<file path="config.mk">
export PLATFORM = sky130hd
export DESIGN_NAME = alu_decode_issue
export DESIGN_NICKNAME = d
export VERILOG_FILES = /design/src/rtl/alu_pkg.sv /design/src/rtl/alu_decode_comb.sv /design/src/rtl/alu_decode_issue.sv
export SDC_FILE = /design/constraint.sdc
export NUM_CORES = 1
export LEC_CHECK = 0
export CAP_MARGIN = 10
export CORE_MARGIN = 1.5
export CORE_UTILIZATION = 45
export CTS_CLUSTER_DIAMETER = 50
export CTS_CLUSTER_SIZE = 12
export DETAILED_ROUTE_END_ITERATION = 7
export PLACE_DENSITY = 0.9
export SLEW_MARGIN = 5
export SYNTH_ARGS = -nofsm -noshare
export SYNTH_HDL_FRONTEND = slang
export SYNTH_SLANG_ARGS = --single-unit
</file>
<file path="constraint.sdc">
create_clock -name clk -period 4 [get_ports clk]
set_clock_uncertainty 0.2 [all_clocks]
set_input_delay 0.6 -clock clk [delete_from_list [all_inputs] [get_ports clk]]
set_output_delay 0.6 -clock clk [all_outputs]
set_load 0.01 [all_outputs]
</file>
<file path="src/rtl/alu_pkg.sv">
// Shared constants, FSM encoding and decoded-instruction payload for the ALU decode/issue stage.
package alu_pkg;

  localparam int unsigned XLEN  = 32;
  localparam int unsigned REG_W = 5;
  localparam int unsigned OP_W  = 3;

  // ALU opcodes
  localparam logic [OP_W-1:0] ALU_ADD = 3'b000;
  localparam logic [OP_W-1:0] ALU_SLL = 3'b001;
  localparam logic [OP_W-1:0] ALU_SUB = 3'b010;
  localparam logic [OP_W-1:0] ALU_XOR = 3'b100;
  localparam logic [OP_W-1:0] ALU_SHR = 3'b101;
  localparam logic [OP_W-1:0] ALU_OR  = 3'b110;
  localparam logic [OP_W-1:0] ALU_AND = 3'b111;

  // RV32I major opcodes
  localparam logic [6:0] OPC_OP     = 7'b0110011;
  localparam logic [6:0] OPC_OP_IMM = 7'b0010011;
  localparam logic [6:0] OPC_LOAD   = 7'b0000011;
  localparam logic [6:0] OPC_STORE  = 7'b0100011;
  localparam logic [6:0] OPC_BRANCH = 7'b1100011;

  // Branch funct3
  localparam logic [2:0] F3_BEQ = 3'b000;
  localparam logic [2:0] F3_BNE = 3'b001;
  localparam logic [2:0] F3_BLT = 3'b100;
  localparam logic [2:0] F3_BGE = 3'b101;

  typedef enum logic {
    ST_IDLE       = 1'b0,
    ST_WAIT_FLAGS = 1'b1
  } state_t;

  typedef struct packed {
    logic             legal;
    logic [OP_W-1:0]  op;
    logic             use_imm;
    logic [XLEN-1:0]  imm;
    logic [REG_W-1:0] rd;
    logic [REG_W-1:0] rs1;
    logic [REG_W-1:0] rs2;
    logic             is_branch;
    logic [2:0]       funct3;
  } dec_t;

  // funct3 to ALU op for OP/OP-IMM; funct3 000 selects SUB only when requested
  function automatic logic [OP_W-1:0] alu_op_of_f3(input logic [2:0] f3, input logic sub);
    logic [OP_W-1:0] op;
    case (f3)
      3'b000:  op = sub ? ALU_SUB : ALU_ADD;
      3'b001:  op = ALU_SLL;
      3'b100:  op = ALU_XOR;
      3'b101:  op = ALU_SHR;
      3'b110:  op = ALU_OR;
      3'b111:  op = ALU_AND;
      default: op = ALU_ADD;
    endcase
    return op;
  endfunction

endpackage

</file>
<file path="src/rtl/alu_decode_comb.sv">
// Pure combinational RV32I instruction-to-ALU-controls decoder.
module alu_decode_comb
  import alu_pkg::*;
(
  input  logic [XLEN-1:0] instr,
  output dec_t            dec
);

  logic [6:0] opc;
  logic [2:0] f3;

  assign opc = instr[6:0];
  assign f3  = instr[14:12];

  // Field extraction; unused fields pass raw instruction bits through
  always_comb begin
    dec           = '0;
    dec.op        = ALU_ADD;
    dec.imm       = instr;
    dec.rd        = instr[11:7];
    dec.rs1       = instr[19:15];
    dec.rs2       = instr[24:20];
    dec.funct3    = f3;
    case (opc)
      OPC_OP: begin
        dec.legal = (f3 != 3'b010) && (f3 != 3'b011);
        dec.op    = alu_op_of_f3(f3, instr[30]);
      end
      OPC_OP_IMM: begin
        dec.legal   = (f3 != 3'b010) && (f3 != 3'b011);
        dec.op      = alu_op_of_f3(f3, 1'b0);
        dec.use_imm = 1'b1;
        if (f3 == 3'b001 || f3 == 3'b101) begin
          dec.imm = XLEN'(instr[24:20]);
        end else begin
          dec.imm = {{20{instr[31]}}, instr[31:20]};
        end
      end
      OPC_LOAD: begin
        dec.legal   = 1'b1;
        dec.use_imm = 1'b1;
        dec.imm     = {{20{instr[31]}}, instr[31:20]};
      end
      OPC_STORE: begin
        dec.legal   = 1'b1;
        dec.use_imm = 1'b1;
        dec.imm     = {{20{instr[31]}}, instr[31:25], instr[11:7]};
        dec.rd      = '0;
      end
      OPC_BRANCH: begin
        dec.legal     = (f3 == F3_BEQ) || (f3 == F3_BNE) || (f3 == F3_BLT) || (f3 == F3_BGE);
        dec.op        = ALU_SUB;
        dec.is_branch = 1'b1;
      end
      default: dec.legal = 1'b0;
    endcase
  end

endmodule

</file>
<file path="src/rtl/alu_decode_issue.sv">
// Decode/issue stage: one-entry output register, branch-wait FSM, illegal-instruction counter.
module alu_decode_issue
  import alu_pkg::*;
#(
  parameter int unsigned CNT_W = 8
) (
  input  logic              clk,
  input  logic              rst_n,
  input  logic              instr_valid,
  input  logic [XLEN-1:0]   instr,
  output logic              instr_ready,
  output logic              alu_valid,
  input  logic              alu_ready,
  output logic [OP_W-1:0]   alu_op,
  output logic              use_imm,
  output logic [XLEN-1:0]   imm,
  output logic [REG_W-1:0]  rd,
  output logic [REG_W-1:0]  rs1,
  output logic [REG_W-1:0]  rs2,
  output logic              is_branch,
  input  logic              flags_valid,
  input  logic              status_ZF,
  input  logic              status_SF,
  output logic              br_valid,
  output logic              br_taken,
  output logic              illegal,
  output logic [CNT_W-1:0]  illegal_cnt
);

  dec_t       dec;
  state_t     state_q, state_d;
  logic       br_valid_d, br_taken_d;
  logic [2:0] funct3_q;
  logic       xfer, br_xfer, accept;

  alu_decode_comb u_dec (
    .instr (instr),
    .dec   (dec)
  );

  assign xfer        = alu_valid & alu_ready;
  assign br_xfer     = xfer & is_branch;
  assign instr_ready = (state_q == ST_IDLE) & (~alu_valid | alu_ready) & ~br_xfer;
  assign accept      = instr_valid & instr_ready;

  // Branch-wait next state and branch resolution
  always_comb begin
    state_d    = state_q;
    br_valid_d = 1'b0;
    br_taken_d = 1'b0;
    case (state_q)
      ST_IDLE: begin
        if (br_xfer) state_d = ST_WAIT_FLAGS;
      end
      ST_WAIT_FLAGS: begin
        if (flags_valid) begin
          state_d    = ST_IDLE;
          br_valid_d = 1'b1;
          case (funct3_q)
            F3_BEQ:  br_taken_d = status_ZF;
            F3_BNE:  br_taken_d = ~status_ZF;
            F3_BLT:  br_taken_d = status_SF;
            F3_BGE:  br_taken_d = ~status_SF;
            default: br_taken_d = 1'b0;
          endcase
        end
      end
      default: state_d = ST_IDLE;
    endcase
  end

  // FSM state and registered branch-resolution pulse
  always_ff @(posedge clk) begin
    if (!rst_n) begin
      state_q  <= ST_IDLE;
      br_valid <= 1'b0;
      br_taken <= 1'b0;
    end else begin
      state_q  <= state_d;
      br_valid <= br_valid_d;
      br_taken <= br_taken_d;
    end
  end

  // One-entry output register; reloads on the same edge it drains
  always_ff @(posedge clk) begin
    if (!rst_n) begin
      alu_valid <= 1'b0;
      alu_op    <= '0;
      use_imm   <= 1'b0;
      imm       <= '0;
      rd        <= '0;
      rs1       <= '0;
      rs2       <= '0;
      is_branch <= 1'b0;
      funct3_q  <= '0;
    end else if (accept && dec.legal) begin
      alu_valid <= 1'b1;
      alu_op    <= dec.op;
      use_imm   <= dec.use_imm;
      imm       <= dec.imm;
      rd        <= dec.rd;
      rs1       <= dec.rs1;
      rs2       <= dec.rs2;
      is_branch <= dec.is_branch;
      funct3_q  <= dec.funct3;
    end else if (xfer) begin
      alu_valid <= 1'b0;
    end
  end

  // Illegal-instruction pulse and saturating counter
  always_ff @(posedge clk) begin
    if (!rst_n) begin
      illegal     <= 1'b0;
      illegal_cnt <= '0;
    end else begin
      illegal <= accept & ~dec.legal;
      if (accept && !dec.legal && (illegal_cnt != {CNT_W{1'b1}})) begin
        illegal_cnt <= illegal_cnt + CNT_W'(1);
      end
    end
  end

endmodule

</file>
==> flow_summary.toml, run 1 <==
[worst_setup_path]
crit_type = "input pin to flop"
path_max_fanout = 36
worstPathCellList = "clkdlybuf4s50_1 -> and4bb_1 -> a21boi_4 -> and3_2 -> buf_12 -> nand2_1 -> a21oi_1"
worstSetupStartpointType = "input pin"
cp.required_ns = 4.06
cp-end-kind = "flop"
critPathMaxStageDelay_ns = 0.63
critPathBufInv = 2
crit_family = "simple AND/OR/NAND/NOR gates"
cpMaxStageDelayCell = "and3_2"
crit_arrival_ns = 2.88

[synthesis]
synth_top_area_cell = "dfxtp_1"
seq_area_frac_synth = 0.465
syn_inst = 352
synth-seq-cells = 68
synth_edf_count = 0
syn_area_mm2 = 0.00293
synthFlopType = "dfxtp_1"
syn_nets = 392
synthTopCellsByArea = "dfxtp_1 (47%), nand2_1 (6.3%), a21oi_1 (5.8%), a211oi_1 (5.6%), nor3_1 (4.1%)"
async_flop_share = 0
synth.top_cell.area_share = 0.465
yosysWarnings = 0
avgSynthCellArea_um2 = 8.31
synth_cell_types = 43

[timing]
finalCritPeriodShare = 0.706
setup_violations = 0
rsz0062_at_grt = "false"
max_freq_mhz = 354
slew-limit-headroom = 0.586
period_minus_slack_ns = 2.82
setup_tns_ns = 0
hold_viol = 0
slew_violations = 0
tightest_slew_ns = 0.619

[pwr]
cellPowerDensity_mw_per_mm2 = 328
vdd_drop_max_uv = 214
p_leak_nw = 1.41

[final_layout]
synthToLayoutAreaGrowth_pct = 42.8
finish.net_count = 485
final_cell_area_mm2 = 0.00418
nFillCells = 528
final_cell_mix = "clkdlybuf4s50_1 (103), dfxtp_1 (68), nand2_1 (49), a21oi_1 (34), nor2_1 (32)"
drive_above_1_share = 0.0647
final_common_cell = "clkdlybuf4s50_1"
final_cells = 525
antenna_cells = 0

[global_routing]
grt_pass1_wl_um = 13500
grt_max_degree = 42
overflow = 0
grt_use_total = 0.242
antenna_found_initial = 0
first_global_vias = 2751

[placed_design]
gp_congestion = 0.954
dpl_cell_area_mm2 = 0.00399
dp.cells = 511
port_buffers = 103
dp_hpwl_um = 5940

[floorplanning]
rows = 29
die_w_um = 83.6
ios = 104
dieHeight_um = 83.6
coreArea_mm2 = 0.00631
initial_core_util = 0.464
die_area_mm2 = 0.00700

[route]
post_drt_via_cell_ratio = 5.61
drt_iter0_drc = 252
via_count = 2943
dr.pass1.iters = 5
antenna_left = 0
drc = 0
wire_per_inst_um = 15.7
drt-total-wl_um = 8220

[cts]
insertion_delay_ns = 0.34
cts_resized = 0
cts_setup_buffers = 0
cts_root_buf = "clkbuf_8"
numCtsBuffers = 9
cts_buffer_depth = 2
cts_tree = "built"
clkTransAtPathRegs_ns = 0.07
htree_num_levels = 3
clock_sinks = 68
ctsHoldBuffers = 0

[hold_path]
hold_class = "flop to flop"

[status]
status = "completed"

[job]
maxCapViolCount = 0
cell usage after synthesis, types with 2 or more instances:
master	instances
a211oi_1	22
o41ai_1	2
buf_6	2
nand3_1	11
nand4_1	5
inv_1	7
o31ai_1	4
a311oi_1	6
buf_4	3
dfxtp_1	68
nor3_1	24
and2_0	2
and3_1	7
nor2b_1	2
mux2i_1	2
clkbuf_1	15
and2_1	4
or3_1	2
nand2b_1	6
nand2_1	49
or4_1	4
buf_2	8
o21a_1	5
o22ai_1	2
nor2_1	32
nor3b_1	2
o21ai_0	7
a21oi_1	34
registers in the layout (all words and copies together), names as in the netlist, 3 cells and up:
register	flops
imm	32
illegal_cnt	8
alu_op	3
rd	5
funct3_q	3
rs2	5
rs1	5
logic make-up after synthesis:
group,after synthesis,synth area share
muxes,3,0.0107
and+or+nand+nor,155,0.256
AOI/OAI and AO/OA,88,0.202
DFF,68,0.465
adders and majority gates,1,0.00427
xor gates and xnor gates,1,0.00299
buffers and inverters,36,0.0586
through the flow:
stage          utilization  setup WS [ns]  total power [mW]  hold slack [ns]
2_1_floorplan            -           1.81             0.754            0.198
5_1_grt              0.662           1.04              1.42            0.268
6_report             0.662           1.18              1.37            0.240
3_3_place_gp         0.632          0.962             0.824            0.228
4_1_cts              0.662           1.22              1.37            0.243
3_5_place_dp         0.632          0.851             0.827            0.232
final timing paths:
kind	from	to	slack, ns	cells after the start
setup / recovery	instr[2]	funct3_q[0]	1.18	7
setup reg to reg	is_branch	funct3_q[0]	1.77	6
hold / removal	funct3_q[1]	br_taken	0.24	1
hold reg to reg	funct3_q[1]	br_taken	0.24	1
layout make-up:
| cell class | instances | area (µm²) | share of cell area |
|---|---|---|---|
| well taps | 77 | 96.3 | 0.0231 |
| clock inverters | 2 | 35.0 | 0.00839 |
| multi-input cells | 248 | 1400 | 0.335 |
| clock buffers | 12 | 155 | 0.0371 |
| inverters | 7 | 26.3 | 0.00629 |
| flip-flops and latches | 68 | 1360 | 0.326 |
| repair buffers | 111 | 1100 | 0.264 |
power by group:
| group | total, mW | switching, mW | internal, mW |
|---|---|---|---|
| combinational | 0.124 | 0.0612 | 0.0626 |
| clock | 0.559 | 0.244 | 0.314 |
| sequential | 0.689 | 0.00511 | 0.684 |
routing by layer:
metal	up-vias	wire length (µm)	track usage
li1	1432	-	-
met1	1378	3360	0.299
met2	122	4040	0.386
met3	11	703	0.0781
met4	0	115	0.106
met5	-	0	0
No activity file was read; power rests on OpenSTA's default activity.
==> run 2: changes to the inputs <==
==> constraint.sdc (replaced) <==
create_clock -name clk -period 2.65 [get_ports clk]
set_clock_uncertainty 0.2 [all_clocks]
set_input_delay 0.3975 -clock clk [delete_from_list [all_inputs] [get_ports clk]]
set_output_delay 0.3975 -clock clk [all_outputs]
set_load 0.01 [all_outputs]
==> flow_summary.toml, run 2 (synthesis results as in run 1) <==
[status]
status = "completed"

[final_layout]
drive_above_1_share = 0.0852
final_common_cell = "clkdlybuf4s50_1"
reg_top3 = "imm (32), illegal_cnt (8)"
synthToLayoutAreaGrowth_pct = 45.1
fin_util = 0.673
finish.net_count = 494
final_cell_mix = "clkdlybuf4s50_1 (103), dfxtp_1 (68), nand2_1 (49), a21oi_1 (34), nor2_1 (32)"
final_cell_area_mm2 = 0.00425
top_register = "imm"
antenna_cells = 0
final_cells = 535
largest_reg_flops = 32

[cts]
cts_buffer_depth = 2
ctsHoldBuffers = 0
cts_setup_buffers = 0
cts_resized = 0
clock_sinks = 68
numCtsBuffers = 9
insertion_delay_ns = 0.34
htree_num_levels = 3
clkTransAtPathRegs_ns = 0.07
cts_tree = "built"
cts_root_buf = "clkbuf_8"

[pwr]
p_comb_frac = 0.101
power_frac_seq = 0.527
switching_share = 0.242
p_leak_nw = 1.45
p_int_mw = 1.50
vdd_drop_max_uv = 510
p_total_mw = 1.97
cellPowerDensity_mw_per_mm2 = 464
power.share.clock = 0.372
switchingPower_mw = 0.478

[floorplanning]
dieHeight_um = 83.6
coreArea_mm2 = 0.00631
initial_core_util = 0.464
die_w_um = 83.6
ios = 104
rows = 29
die_area_mm2 = 0.00700

[timing]
period_minus_slack_ns = 2.29
finalCritPeriodShare = 0.865
setup_violations = 0
slew-limit-headroom = 0.601
hold_viol = 0
tightest_slew_ns = 0.597
hold_ws_ns = 0.237
slew_violations = 0
max_freq_mhz = 436
setup_tns_ns = 0
finalWorstSetupSlack_ns = 0.358
rsz0062_at_grt = "false"

[route]
drt-total-wl_um = 8420
antenna_left = 0
drt_iter0_drc = 163
dr.pass1.iters = 4
post_drt_via_cell_ratio = 5.48
wire_per_inst_um = 15.7
via_count = 2930
drc = 0

[worst_setup_path]
worstPathCellList = "clkdlybuf4s50_1 -> nand2b_1 -> a21oi_1 -> clkdlybuf4s50_1"
cp.required_ns = 2.05
cpMaxStageDelayCell = "clkdlybuf4s50_1"
critPathBufInv = 2
crit_arrival_ns = 1.69
critPathMaxStageDelay_ns = 0.56
path_common_cell = "clkdlybuf4s50_1"
path_max_fanout = 3
cp-end-kind = "output pin"
worstSetupStartpointType = "input pin"
crit_type = "input pin to output pin"
crit_family = "buffers and inverters"

[placed_design]
gp_congestion = 0.871
dpl_cell_area_mm2 = 0.00408
port_buffers = 103
pre_cts_ws_ns = 0.101
dp.cells = 520
dp_hpwl_um = 6130

[global_routing]
grt.busiest_layer = "met2"
grt_max_degree = 45
overflow = 0
first_global_vias = 2845
grt_pass1_wl_um = 13900
grtUsageMet3 = 0.0702
antenna_found_initial = 0
use_met2 = 0.410
grt_use_total = 0.248
use_met1 = 0.305

[hold_path]
hold_class = "flop to flop"

[job]
maxCapViolCount = 0
## run 2: cell types whose count changed in the layout (fill, tap and decap cells not counted), sizes merged
cell,delta
bufinv,-1
clkinvlp,+1
clkinv,+2
clkbuf,-1
buf,+9
## run 2: routing by layer
metal | routed length (µm) | part of all wire | vias to the layer above
li1 | - | - | 1456
met1 | 3610 | 0.43 | 1357
met2 | 4020 | 0.48 | 103
met3 | 601 | 0.071 | 14
met4 | 188 | 0.022 | 0
met5 | 0 | 0 | -
## run 2: final timing paths
path	start	end	slack (ns)	cells past startpoint
setup / recovery	alu_ready	instr_ready	0.36	4
hold / removal	funct3_q[1]	br_taken	0.24	1
setup reg to reg	is_branch	illegal_cnt[3]	0.57	5
hold reg to reg	funct3_q[1]	br_taken	0.24	1
## run 2: power groups by stage
stage	Sequential, mW	Combinational (mW)	Clock, mW
after floorplan	1.07	0.0708	0
after global placement	1.06	0.194	0
after detailed placement	1.06	0.198	0
after CTS	1.04	0.199	0.742
after global routing	1.04	0.215	0.796
final	1.04	0.200	0.733
## run 2: final cells by class
class / instances / area (µm²)
repair buffers: 120 / 1200
flip-flops and latches: 68 / 1360
clock buffers: 11 / 141
multi-input cells: 248 / 1400
clock inverters: 4 / 26.3
fillers: 546 / 2070
well taps: 77 / 96.3
inverters: 7 / 26.3
==> run 3: changes to the inputs <==
--- a/config.mk
+++ b/config.mk
@@ -12,7 +12,7 @@
 export CTS_CLUSTER_SIZE = 12
 export DETAILED_ROUTE_END_ITERATION = 7
 export PLACE_DENSITY = 0.9
-export SLEW_MARGIN = 5
+export SLEW_MARGIN = 20
 export SYNTH_ARGS = -nofsm -noshare
 export SYNTH_HDL_FRONTEND = slang
 export SYNTH_SLANG_ARGS = --single-unit
==> constraint.sdc (replaced) <==
create_clock -name clk -period 2.8 [get_ports clk]
set_clock_uncertainty 0.2 [all_clocks]
set_input_delay 0.42 -clock clk [delete_from_list [all_inputs] [get_ports clk]]
set_output_delay 0.42 -clock clk [all_outputs]
set_load 0.01 [all_outputs]
==> flow_summary.toml, run 3 (synthesis results as in run 1) <==
[hold_path]
min_path_cells = 1
hold_class = "flop to flop"

[global_routing]
grt_pass1_wl_um = 13800
first_global_vias = 2784
overflow = 0
antenna_found_initial = 0
grt_use_total = 0.245
grt_max_degree = 59

[final_layout]
reg_top3 = "imm (32), illegal_cnt (8)"
largest_reg_flops = 32
final_cell_mix = "clkdlybuf4s50_1 (103), dfxtp_1 (68), nand2_1 (49), a21oi_1 (34), nor2_1 (32)"
final_common_cell = "clkdlybuf4s50_1"
synthToLayoutAreaGrowth_pct = 46.4
drive_above_1_share = 0.0852
nFillCells = 503
top_register = "imm"
finish.net_count = 493
antenna_cells = 0

[cts]
cts_root_buf = "clkbuf_8"
cts_tree = "built"
cts_setup_buffers = 0
ctsHoldBuffers = 0
cts_resized = 0
insertion_delay_ns = 0.34
cts_buffer_depth = 2
clock_sinks = 68
numCtsBuffers = 9
htree_num_levels = 3
clkTransAtPathRegs_ns = 0.07

[timing]
finalCritPeriodShare = 0.837
setup_tns_ns = 0
rsz0062_at_grt = "false"
period_minus_slack_ns = 2.34
tightest_slew_ns = 0.598
hold_viol = 0
slew_violations = 0
slew-limit-headroom = 0.600
setup_violations = 0
max_freq_mhz = 427

[worst_setup_path]
crit_family = "compound AO/OA/AOI/OAI gates"
critPathMaxStageDelay_ns = 0.55
path_common_cell = "a21oi_1"
crit_arrival_ns = 2.40
cp-end-kind = "flop"
cp.depth = 6
path_max_fanout = 16
ff2ff_path_depth = 5
cp.required_ns = 2.86
critPathBufInv = 1
cpMaxStageDelayCell = "or4_1"
rrSetupSlack_ns = 0.57
crit_type = "input pin to flop"
worstPathCellList = "clkdlybuf4s50_1 -> nand2b_1 -> a21oi_1 -> a21bo_4 -> or4_1 -> a21oi_1"
worstSetupStartpointType = "input pin"

[pwr]
p_leak_nw = 1.47
cellPowerDensity_mw_per_mm2 = 494
p_total_mw = 2.12
vdd_drop_max_uv = 310

[floorplanning]
ios = 104
dieHeight_um = 83.6
die_w_um = 83.6
initial_core_util = 0.464
coreArea_mm2 = 0.00631
rows = 29
die_area_mm2 = 0.00700

[status]
status = "completed"

[placed_design]
port_buffers = 103
dp_hpwl_um = 5980
gp_congestion = 0.935

[route]
dr.pass1.iters = 5
drc = 0
antenna_left = 0
wire_per_inst_um = 15.8
drt-total-wl_um = 8430
drt_iter0_drc = 172
via_count = 2930
post_drt_via_cell_ratio = 5.48

[job]
maxCapViolCount = 0
[run 3: metal layers]
| layer | wire length (µm) | global-route usage | vias up |
|---|---|---|---|
| met3 | 614 | 0.0584 | 15 |
| met2 | 4060 | 0.393 | 103 |
| met5 | 0 | 0 | - |
| li1 | - | - | 1451 |
| met1 | 3570 | 0.313 | 1361 |
| met4 | 189 | 0.109 | 0 |
[run 3: area by class of cell]
type / count / area, µm² / area share
Multi-Input combinational cell: 248 / 1400 / 0.327
Sequential cell: 68 / 1360 / 0.318
Timing Repair Buffer: 119 / 1160 / 0.272
Clock buffer: 13 / 169 / 0.0394
Tap cell: 77 / 96.3 / 0.0225
Clock inverter: 3 / 67.6 / 0.0158
Inverter: 7 / 26.3 / 0.00613
[run 3: per-stage QoR]
step | setup WS (ns) | hold slack (ns) | cells | utilization | instance area (µm²)
after global routing | 0.337 | 0.262 | 535 | 0.679 | 4280
final | 0.457 | 0.249 | 535 | 0.679 | 4280
after CTS | 0.467 | 0.245 | 535 | 0.679 | 4280
after detailed placement | 0.169 | 0.229 | 519 | 0.641 | 4050
after floorplan | 0.785 | 0.198 | 352 | - | 2930
after global placement | 0.252 | 0.220 | 519 | 0.641 | 4050
[run 3: final timing paths]
kind | from | end
worst max register to register | is_branch | illegal_cnt[4]
worst min-delay path | funct3_q[1] | br_taken
worst min register to register | funct3_q[1] | br_taken
worst max-delay path | alu_ready | illegal_cnt[4]
[run 3: power by group]
part | internal [mW] | switching [mW] | total, mW
combinational | 0.0967 | 0.0893 | 0.186
sequential | 0.977 | 0.00704 | 0.984
clock | 0.575 | 0.371 | 0.946
